===== src/rtl/icache_responder_pkg.sv =====
// Shared types and address helpers for the direct-mapped instruction cache.
package icache_pkg;
  localparam int NSETS  = 16;
  localparam int WORD_W = 32;
  localparam int ADDR_W = 32;
  localparam int IDX_W  = $clog2(NSETS);
  localparam int TAG_W  = ADDR_W - IDX_W - 2;

  typedef struct packed {
    logic             valid;
    logic [TAG_W-1:0] tag;
    logic [WORD_W-1:0] data;
  } icache_frame_t;

  typedef enum logic {IDLE = 1'b0, MISS = 1'b1} icache_state_t;

  // Byte offset is dropped by the shift; width cast keeps the index bits.
  function automatic logic [IDX_W-1:0] get_idx(input logic [ADDR_W-1:0] a);
    return IDX_W'(a >> 2);
  endfunction

  function automatic logic [TAG_W-1:0] get_tag(input logic [ADDR_W-1:0] a);
    return TAG_W'(a >> (IDX_W + 2));
  endfunction
endpackage


===== src/rtl/icache_responder_if.sv =====
// Fetch port (datapath side) and fill port (memory-controller side) bundled.
interface icache_responder_if;
  logic                          imemREN;
  logic [icache_pkg::ADDR_W-1:0] imemaddr;
  logic                          ihit;
  logic [icache_pkg::WORD_W-1:0] imemload;
  logic                          iREN;
  logic [icache_pkg::ADDR_W-1:0] iaddr;
  logic                          iwait;
  logic [icache_pkg::WORD_W-1:0] iload;
  logic                          invalidate;

  // Cache end.
  modport slave (
    input  imemREN, imemaddr, iwait, iload, invalidate,
    output ihit, imemload, iREN, iaddr
  );

  // Datapath + memory controller end.
  modport master (
    output imemREN, imemaddr, iwait, iload, invalidate,
    input  ihit, imemload, iREN, iaddr
  );
endinterface


===== src/rtl/icache_responder.sv =====
// Direct-mapped I-cache: zero-cycle hits, single-word blocking fill on miss.
module icache_responder
  import icache_pkg::*;
(
  input logic                CLK,
  input logic                RST,
  icache_responder_if.slave  bus
);

  icache_state_t       state_q, state_d;
  logic [ADDR_W-1:0]   miss_addr_q, miss_addr_d;
  icache_frame_t       frames_q [NSETS];
  icache_frame_t       frames_d [NSETS];

  logic [ADDR_W-1:0]   addr_al;
  icache_frame_t       look;
  logic                hit;

  // Lookup on the word-aligned fetch address; only meaningful while IDLE.
  always_comb begin
    addr_al = bus.imemaddr & ~ADDR_W'(3);
    look    = frames_q[get_idx(addr_al)];
    hit     = (state_q == IDLE) && bus.imemREN && look.valid &&
              (look.tag == get_tag(addr_al));
  end

  assign bus.ihit     = hit;
  assign bus.imemload = hit ? look.data : '0;
  assign bus.iREN     = (state_q == MISS);
  assign bus.iaddr    = (state_q == MISS) ? miss_addr_q : '0;

  // Next state, miss latch and frame updates; invalidate is applied last so
  // it also beats a fill landing in the same cycle.
  always_comb begin
    state_d     = state_q;
    miss_addr_d = miss_addr_q;
    frames_d    = frames_q;
    case (state_q)
      IDLE: begin
        if (bus.imemREN && !hit && !bus.invalidate) begin
          state_d     = MISS;
          miss_addr_d = addr_al;
        end
      end
      MISS: begin
        if (!bus.iwait) begin
          state_d = IDLE;
          frames_d[get_idx(miss_addr_q)] = '{valid: 1'b1,
                                             tag:   get_tag(miss_addr_q),
                                             data:  bus.iload};
        end
      end
      default: state_d = IDLE;
    endcase
    if (bus.invalidate) begin
      for (int i = 0; i < NSETS; i++) frames_d[i].valid = 1'b0;
    end
  end

  // State, miss address and frame storage.
  always_ff @(posedge CLK or posedge RST) begin
    if (RST) begin
      state_q     <= IDLE;
      miss_addr_q <= '0;
      for (int i = 0; i < NSETS; i++) frames_q[i] <= '0;
    end else begin
      state_q     <= state_d;
      miss_addr_q <= miss_addr_d;
      frames_q    <= frames_d;
    end
  end

endmodule


===== src/flat_wrapper.sv =====
// flat-port wrapper written by rule: the top's interface ports become plain ports
module icache_responder_flat import icache_pkg::*;
  (CLK, RST, bus_imemREN, bus_imemaddr, bus_iwait, bus_iload, bus_invalidate, bus_ihit, bus_imemload, bus_iREN, bus_iaddr);
  icache_responder_if bus_i ();
  input logic CLK;
  input logic RST;
  input wire logic [$bits(bus_i.imemREN)-1:0] bus_imemREN;
  input wire logic [$bits(bus_i.imemaddr)-1:0] bus_imemaddr;
  input wire logic [$bits(bus_i.iwait)-1:0] bus_iwait;
  input wire logic [$bits(bus_i.iload)-1:0] bus_iload;
  input wire logic [$bits(bus_i.invalidate)-1:0] bus_invalidate;
  output wire logic [$bits(bus_i.ihit)-1:0] bus_ihit;
  output wire logic [$bits(bus_i.imemload)-1:0] bus_imemload;
  output wire logic [$bits(bus_i.iREN)-1:0] bus_iREN;
  output wire logic [$bits(bus_i.iaddr)-1:0] bus_iaddr;
  assign bus_i.imemREN = bus_imemREN;
  assign bus_i.imemaddr = bus_imemaddr;
  assign bus_i.iwait = bus_iwait;
  assign bus_i.iload = bus_iload;
  assign bus_i.invalidate = bus_invalidate;
  assign bus_ihit = bus_i.ihit;
  assign bus_imemload = bus_i.imemload;
  assign bus_iREN = bus_i.iREN;
  assign bus_iaddr = bus_i.iaddr;
  icache_responder u_core (.CLK(CLK), .RST(RST), .bus(bus_i));
endmodule

===== config.mk =====
export PLATFORM = sky130hd
export DESIGN_NAME = icache_responder_flat
export DESIGN_NICKNAME = d
export VERILOG_FILES = /design/src/rtl/icache_responder_pkg.sv /design/src/rtl/icache_responder_if.sv /design/src/rtl/icache_responder.sv /design/src/flat_wrapper.sv
export SDC_FILE = /design/constraint.sdc
export NUM_CORES = 2
export LEC_CHECK = 0
export ABC_AREA = 1
export CAP_MARGIN = 15
export CORE_MARGIN = 1
export CORE_UTILIZATION = 65
export DETAILED_ROUTE_END_ITERATION = 12
export GPL_TIMING_DRIVEN = 0
export PLACE_DENSITY = 0.87
export REMOVE_ABC_BUFFERS = 1
export SKIP_CTS_REPAIR_TIMING = 1
export SLEW_MARGIN = 20
export SYNTH_ARGS = -nofsm -noshare
export SYNTH_HDL_FRONTEND = slang
export SYNTH_SLANG_ARGS = --single-unit

===== constraint.sdc =====
create_clock -name CLK -period 61.7 [get_ports CLK]
set_input_delay 9.255 -clock CLK [delete_from_list [all_inputs] [get_ports CLK]]
set_output_delay 9.255 -clock CLK [all_outputs]
set_load 0.02 [all_outputs]

# == Word level (Yosys, flattened, before mapping) ==
# Cells that the tools add are included.
# word_totals
ff_bits,975
input_bits,69
out_inout_bits,66
word_cells,100
# classes
order_cmp,3
n_eq_ne,2
mux,29
bitwise,4
n_reduce_logical,12
# ops
cell,count
944-bit two-way mux,2
944-bit bitwise mux,1
59-bit binary-select mux with 4-bit select,1
59-bit demux with 4-bit select,1
59-bit two-way mux,3
32-bit two-way mux,2
26-bit == test,1
1-bit two-way mux,18
5-bit >= comparator (second input constant),2
4-bit NOT with 5-bit output,2
1-bit logical AND,6
2-bit AND reduction,3
5-bit by 1-bit < comparator with 1-bit output (second input constant),1
1-bit logical NOT,2
2-bit by 1-bit != test with 1-bit output (second input constant),1
1-bit NOT,2
1-bit case mux with 2 select lines,1
2-bit nonzero test,1

# == Logic depth before layout (Yosys ltp) ==
# logic_depth
word_depth,11
depth_mapped,21
depth_no_buf,18

# == Worst setup path after synthesis ==
# Ideal clock, no wire load.
# synth_timing
path_type,in2out
from,input bus_imemaddr[4]
to,output bus_imemload[10]
t_arrival_ns,11.132
t_required_ns,52.445
slack_ns,41.313
cell_stages,15
n_path_buf,4
cell_sequence,buf_2 -> inv_2 -> buf_2 -> buf_1 -> nand3_1 -> nand3_1 -> nand2_1 -> nand2_1 -> nand2_1 -> nor3_1 -> nand3_1 -> nor2_1 -> nand2_1 -> buf_2 -> nor2_1
# synth_via
elab_chain_len,7
word_cells_on_any_way,8
classes_between,1 x eq/ne; 4 x mux; 1 x bitwise; 2 x reduce/logical
# synth_lines
item,line_no,text
start: declaration,flat_wrapper.sv:8,input wire logic [$bits(bus_i.imemaddr)-1:0] bus_imemaddr;
4-bit NOT with 5-bit output (implied by the code) *,icache_responder.sv:22,look = frames_q[get_idx(addr_al)];
59-bit binary-select mux with 4-bit select *,icache_responder.sv:22,
59-bit two-way mux (implied by the code) * (2 in a row),icache_responder.sv:22,
26-bit == test / 1-bit logical AND (equally long branches),"icache_responder.sv:24, icache_responder.sv:23",
1-bit logical AND,icache_responder.sv:23,hit = (state_q == IDLE) && bus.imemREN && look.valid &&
32-bit two-way mux *,icache_responder.sv:28,assign bus.imemload = hit ? look.data : '0;
end: declaration,flat_wrapper.sv:13,output wire logic [$bits(bus_i.imemload)-1:0] bus_imemload;
# Mark *: on every way between the ends. The rest lies on a longest branch, timed or not. The select of a mux whose other input is x is not followed.

# == Worst setup path in the final report ==
# layout_timing
from,input bus_imemaddr[2]
to,output bus_imemload[27]
# The elaborated chain is that of the path after synthesis.

==> summary by stage <==
Run status
The flow ran to the end, and the final reports show no timing, DRC or antenna violations.

Timing
Dividing the final minimum period by the clock period gives 39.0%. The hold violation total from the final report is 0. The worst clock skew on the final layout is ~0.023 ns. The max-slew violation count was 0. The final period demand of the worst path is 24.06 ns. The tightest slew margin relative to the limit is between 20% and 30%.

Setup repair after global routing left no endpoint under its margin. Static timing analysis puts the maximum clock frequency at roughly 42 MHz. For the pin with the worst max-slew slack, the measured transition is 1.11 ns. The aggregate negative setup slack is 0 ns. Setup violations remaining at the end of the flow were counted as 0.

Worst setup path
The source of the worst register-to-register timing path is u_core.bus.iREN. The critical path ends at bus_imemload[27]. The reg-to-reg critical path endpoint is u_core.frames_q[30].

The top fanout value on the critical path is 112. The library cell contributing the largest single delay on the critical path is clkdlybuf4s50_1. For the worst setup path, the data arrival time is 14.81 ns. The worst reg2reg path depth is 7. The nature of the critical path endpoint is a primary output. The type of the setup path with the least slack is in -> out. Walking the worst path, the cells encountered are buf_8 -> buf_16 -> buf_16 -> buf_16 -> inv_8 -> buf_16 -> buf_16 -> nand2_1 -> nand2_1 -> nand2_1 -> nand3_1 -> nand3_1 -> nand3_1 -> nand2_1 -> nor3_1 -> nand3_1 -> nor2_1 -> nand2_4 -> nor2_1 -> clkdlybuf4s50_1. For flop-to-flop paths, the worst setup slack is 58.02 ns. The required time of the worst setup path is 52.44 ns.

The longest individual stage delay on the worst path is ~0.68 ns. The most numerous cell on the critical path is buf_16. The worst setup path is launched from an input pin. The source of the critical timing path is bus_imemaddr[2].

Logic synthesis
The biggest area contributor in the post-synthesis netlist is dfrtp_1. The synthesis-stage register bit count is 975. Sorting the synthesized cells by area gives the leading types as dfrtp_1 (55%), nand2_1 (16%), o21ai_0 (11%), nand3_1 (3.3%), clkbuf_1 (3.0%).

Summing every instance area after synthesis gives 44400 um^2. The average instance in the mapped netlist occupies 8.07 um^2. Of the synthesized area, sequential elements account for 54.9%. Synthesis handed over a netlist of 5503 instances.

The synthesis warning total is 0. The count of different cell masters after synthesis is 26. The top cell type by area accounts for 54.9% of the synthesized area.

Clock network
TritonCTS built the clock tree. The clock tree root driver cell is clkbuf_16. The insertion delay of the later-clocked pin in the worst-skew pair is about 0.66 ns. The CTS H-tree depth is 3. The clock-pin slew on the worst setup and hold paths is 0.06 ns. The sink count of the clock tree is 975.

In this run, CTS created clock tree buffers numbering between 90 and 100. The maximum root-to-sink buffer count is 3.

Job
The tool flagged a number of max-cap violations equal to 0.

Drt
In this run the remaining antenna-violating nets after routing total 0. In the routed design, unresolved DRC markers number 0. The routed design has 131000 um of wire. Dividing the detail-routed wire length by the instance count gives 20.9 um. Before antenna repair, the detailed router went through 9 iterations. In this run, the number of DRC markers left after iteration 0 of detailed routing was ~6k. Summing over every cut layer, the via total after detailed routing is 39.9k. The per-cell via count in the routed design is 6.36.

Power
The static leakage power is roughly 24 nW. The clock network is responsible for 31.6% of the overall power. The switching component of the power is 581 uW. The sequential group share of total power is between 40% and 50%. The switching portion of total power is 30.6%. The overall power of the completed layout is 1.90 mW. IR analysis of the VDD net gives a maximum drop of 0.0258 mV. Internal power comes to 1.32 mW.

The part of the total power dissipated in combinational logic is 18.9%. Dividing total power by cell area gives a power density of between 30 and 40 nW/um^2.

Placement
The HPWL after detailed placement is 70100 um. The weighted congestion at the end of routability-driven global placement is 0.839. Input and output buffers added on the ports amount to 130.

Floorplan
The area enclosed by the die boundary is 69400 um^2. The starting density of the core is 65.9%. Pin placement for this block handled between 100 and 150 I/O pins. The width of the die is 263 um. The region available for standard cell placement spans 67400 um^2. The initialized floorplan defines 95 standard-cell rows. The vertical extent of the die is around 260 um.

Min path
The class of the tightest hold or removal check is reg -> reg. The worst hold path depth is 2.

GRT
For this run the aggregate overflow at the end of global routing stands at 0. The largest net degree at the start of global routing is 132. The number of antenna violations at the first check in global routing is 2. The first global-routing pass estimated about 210000 um of wire. Global routing used 37.8% of the available tracks across all layers. The via count of the first global-routing pass is approximately 39k.

Layout
The number of antenna diodes is 0. The top cell types in the final layout, fill and taps aside, are nand2_1 (1829), o21ai_0 (987), dfrtp_1 (974). Cells with a size suffix above 1 make up 4.55% of the layout. The layout filler cell count is 4635. The layout overhead on the synthesized area is 12.4%.

The net count of the finished layout is 5397. The leading cell type in the layout, fill and taps excluded is nand2_1. The final core utilization is 74.0%.
## worst min-delay path by stage
| stage | start | end | slack [ns] |
|---|---|---|---|
| after global placement | u_core.frames_q[345] | u_core.frames_q[345] | 0.46 |
| final | u_core.frames_q[269] | u_core.frames_q[269] | 0.48 |
| after floorplan | u_core.frames_q[212] | u_core.frames_q[212] | 0.45 |
| after CTS | u_core.frames_q[36] | u_core.frames_q[36] | 0.48 |
| after detailed placement | u_core.frames_q[107] | u_core.frames_q[107] | 0.47 |
| after global routing | u_core.frames_q[773] | u_core.frames_q[773] | 0.50 |
## final cells by class
| cell class | instances | area (um^2) | share of cell area (%) |
|---|---|---|---|
| inverters | 281 | 1090 | 2.18 |
| flip-flops and latches | 975 | 24400 | 48.9 |
| clock inverters | 31 | 382 | 0.765 |
| repair buffers | 190 | 2820 | 5.64 |
| clock buffers | 145 | 2840 | 5.69 |
| well taps | 873 | 1090 | 2.19 |
| multi-input cells | 3784 | 17300 | 34.6 |
## per-stage QoR
step / std cells / worst slack (ns) / instance area [um^2] / hold slack, ns
CTS: 6279 / 37.86 / 49900 / 0.483
floorplan: 5040 / 25.02 / 42600 / 0.446
finish: 6279 / 37.64 / 49900 / 0.477
global placement: 6043 / -3.64 / 45000 / 0.461
global route: 6279 / 37.48 / 49900 / 0.502
detailed placement: 6103 / 37.88 / 46700 / 0.467
## power by group through the flow
stage / Sequential [mW] / Combinational, mW / Clock [mW]
floorplan: 0.919 / 0.253 / 0
global placement: 0.939 / 0.332 / 0
detailed placement: 0.939 / 0.349 / 0
CTS: 0.932 / 0.357 / 0.602
global route: 0.956 / 0.415 / 0.629
finish: 0.938 / 0.360 / 0.601
## synthesized netlist by cell type (all sizes together)
| cell type | count |
|---|---|
| inv | 280 |
| or2 | 3 |
| nand4 | 5 |
| a21oi | 257 |
| buf | 108 |
| conb | 1 |
| a311o | 23 |
| o211ai | 36 |
| dfrtp | 975 |
| clkbuf | 356 |
| nand3b | 4 |
| a21o | 1 |
| o21ai | 998 |
| nor2 | 176 |
| o32ai | 2 |
| nand3 | 294 |
| o31ai | 30 |
| nand2 | 1844 |
| nor3 | 4 |
| a221oi | 105 |
| clkinv | 1 |
## critical path: cells and delay by family
family / cells / cell delay (ns)
buffers and inverters: 8 / 3.02
AND/OR/NAND/NOR: 12 / 2.27
## kinds of logic (layout without fill, tap and decap cells)
group / after synthesis / in the layout / share of synthesized area [%]
AND/OR/NAND/NOR: 2330 / 2330 / 20.6
AO/OA/AOI/OAI: 1452 / 1452 / 17.9
buffers and inverters: 745 / 647 / 6.53
flip-flops: 975 / 975 / 54.9
other: 1 / 2 / 0.00844
## sequential cells by signal, indices dropped and copies added, names as in the netlist
register            cells
u_core.frames_q       944
u_core.miss_addr_q     30
u_core.bus.iREN         1
## metal layers
layer	wire, um	part of all wire, %	global-route usage, %
met1	49700	38	51.6
met5	28	0.021	0
met3	16000	12	8.40
met4	6120	4.7	18.4
met2	59200	45	57.9
(Power assumes the default switching activity.)
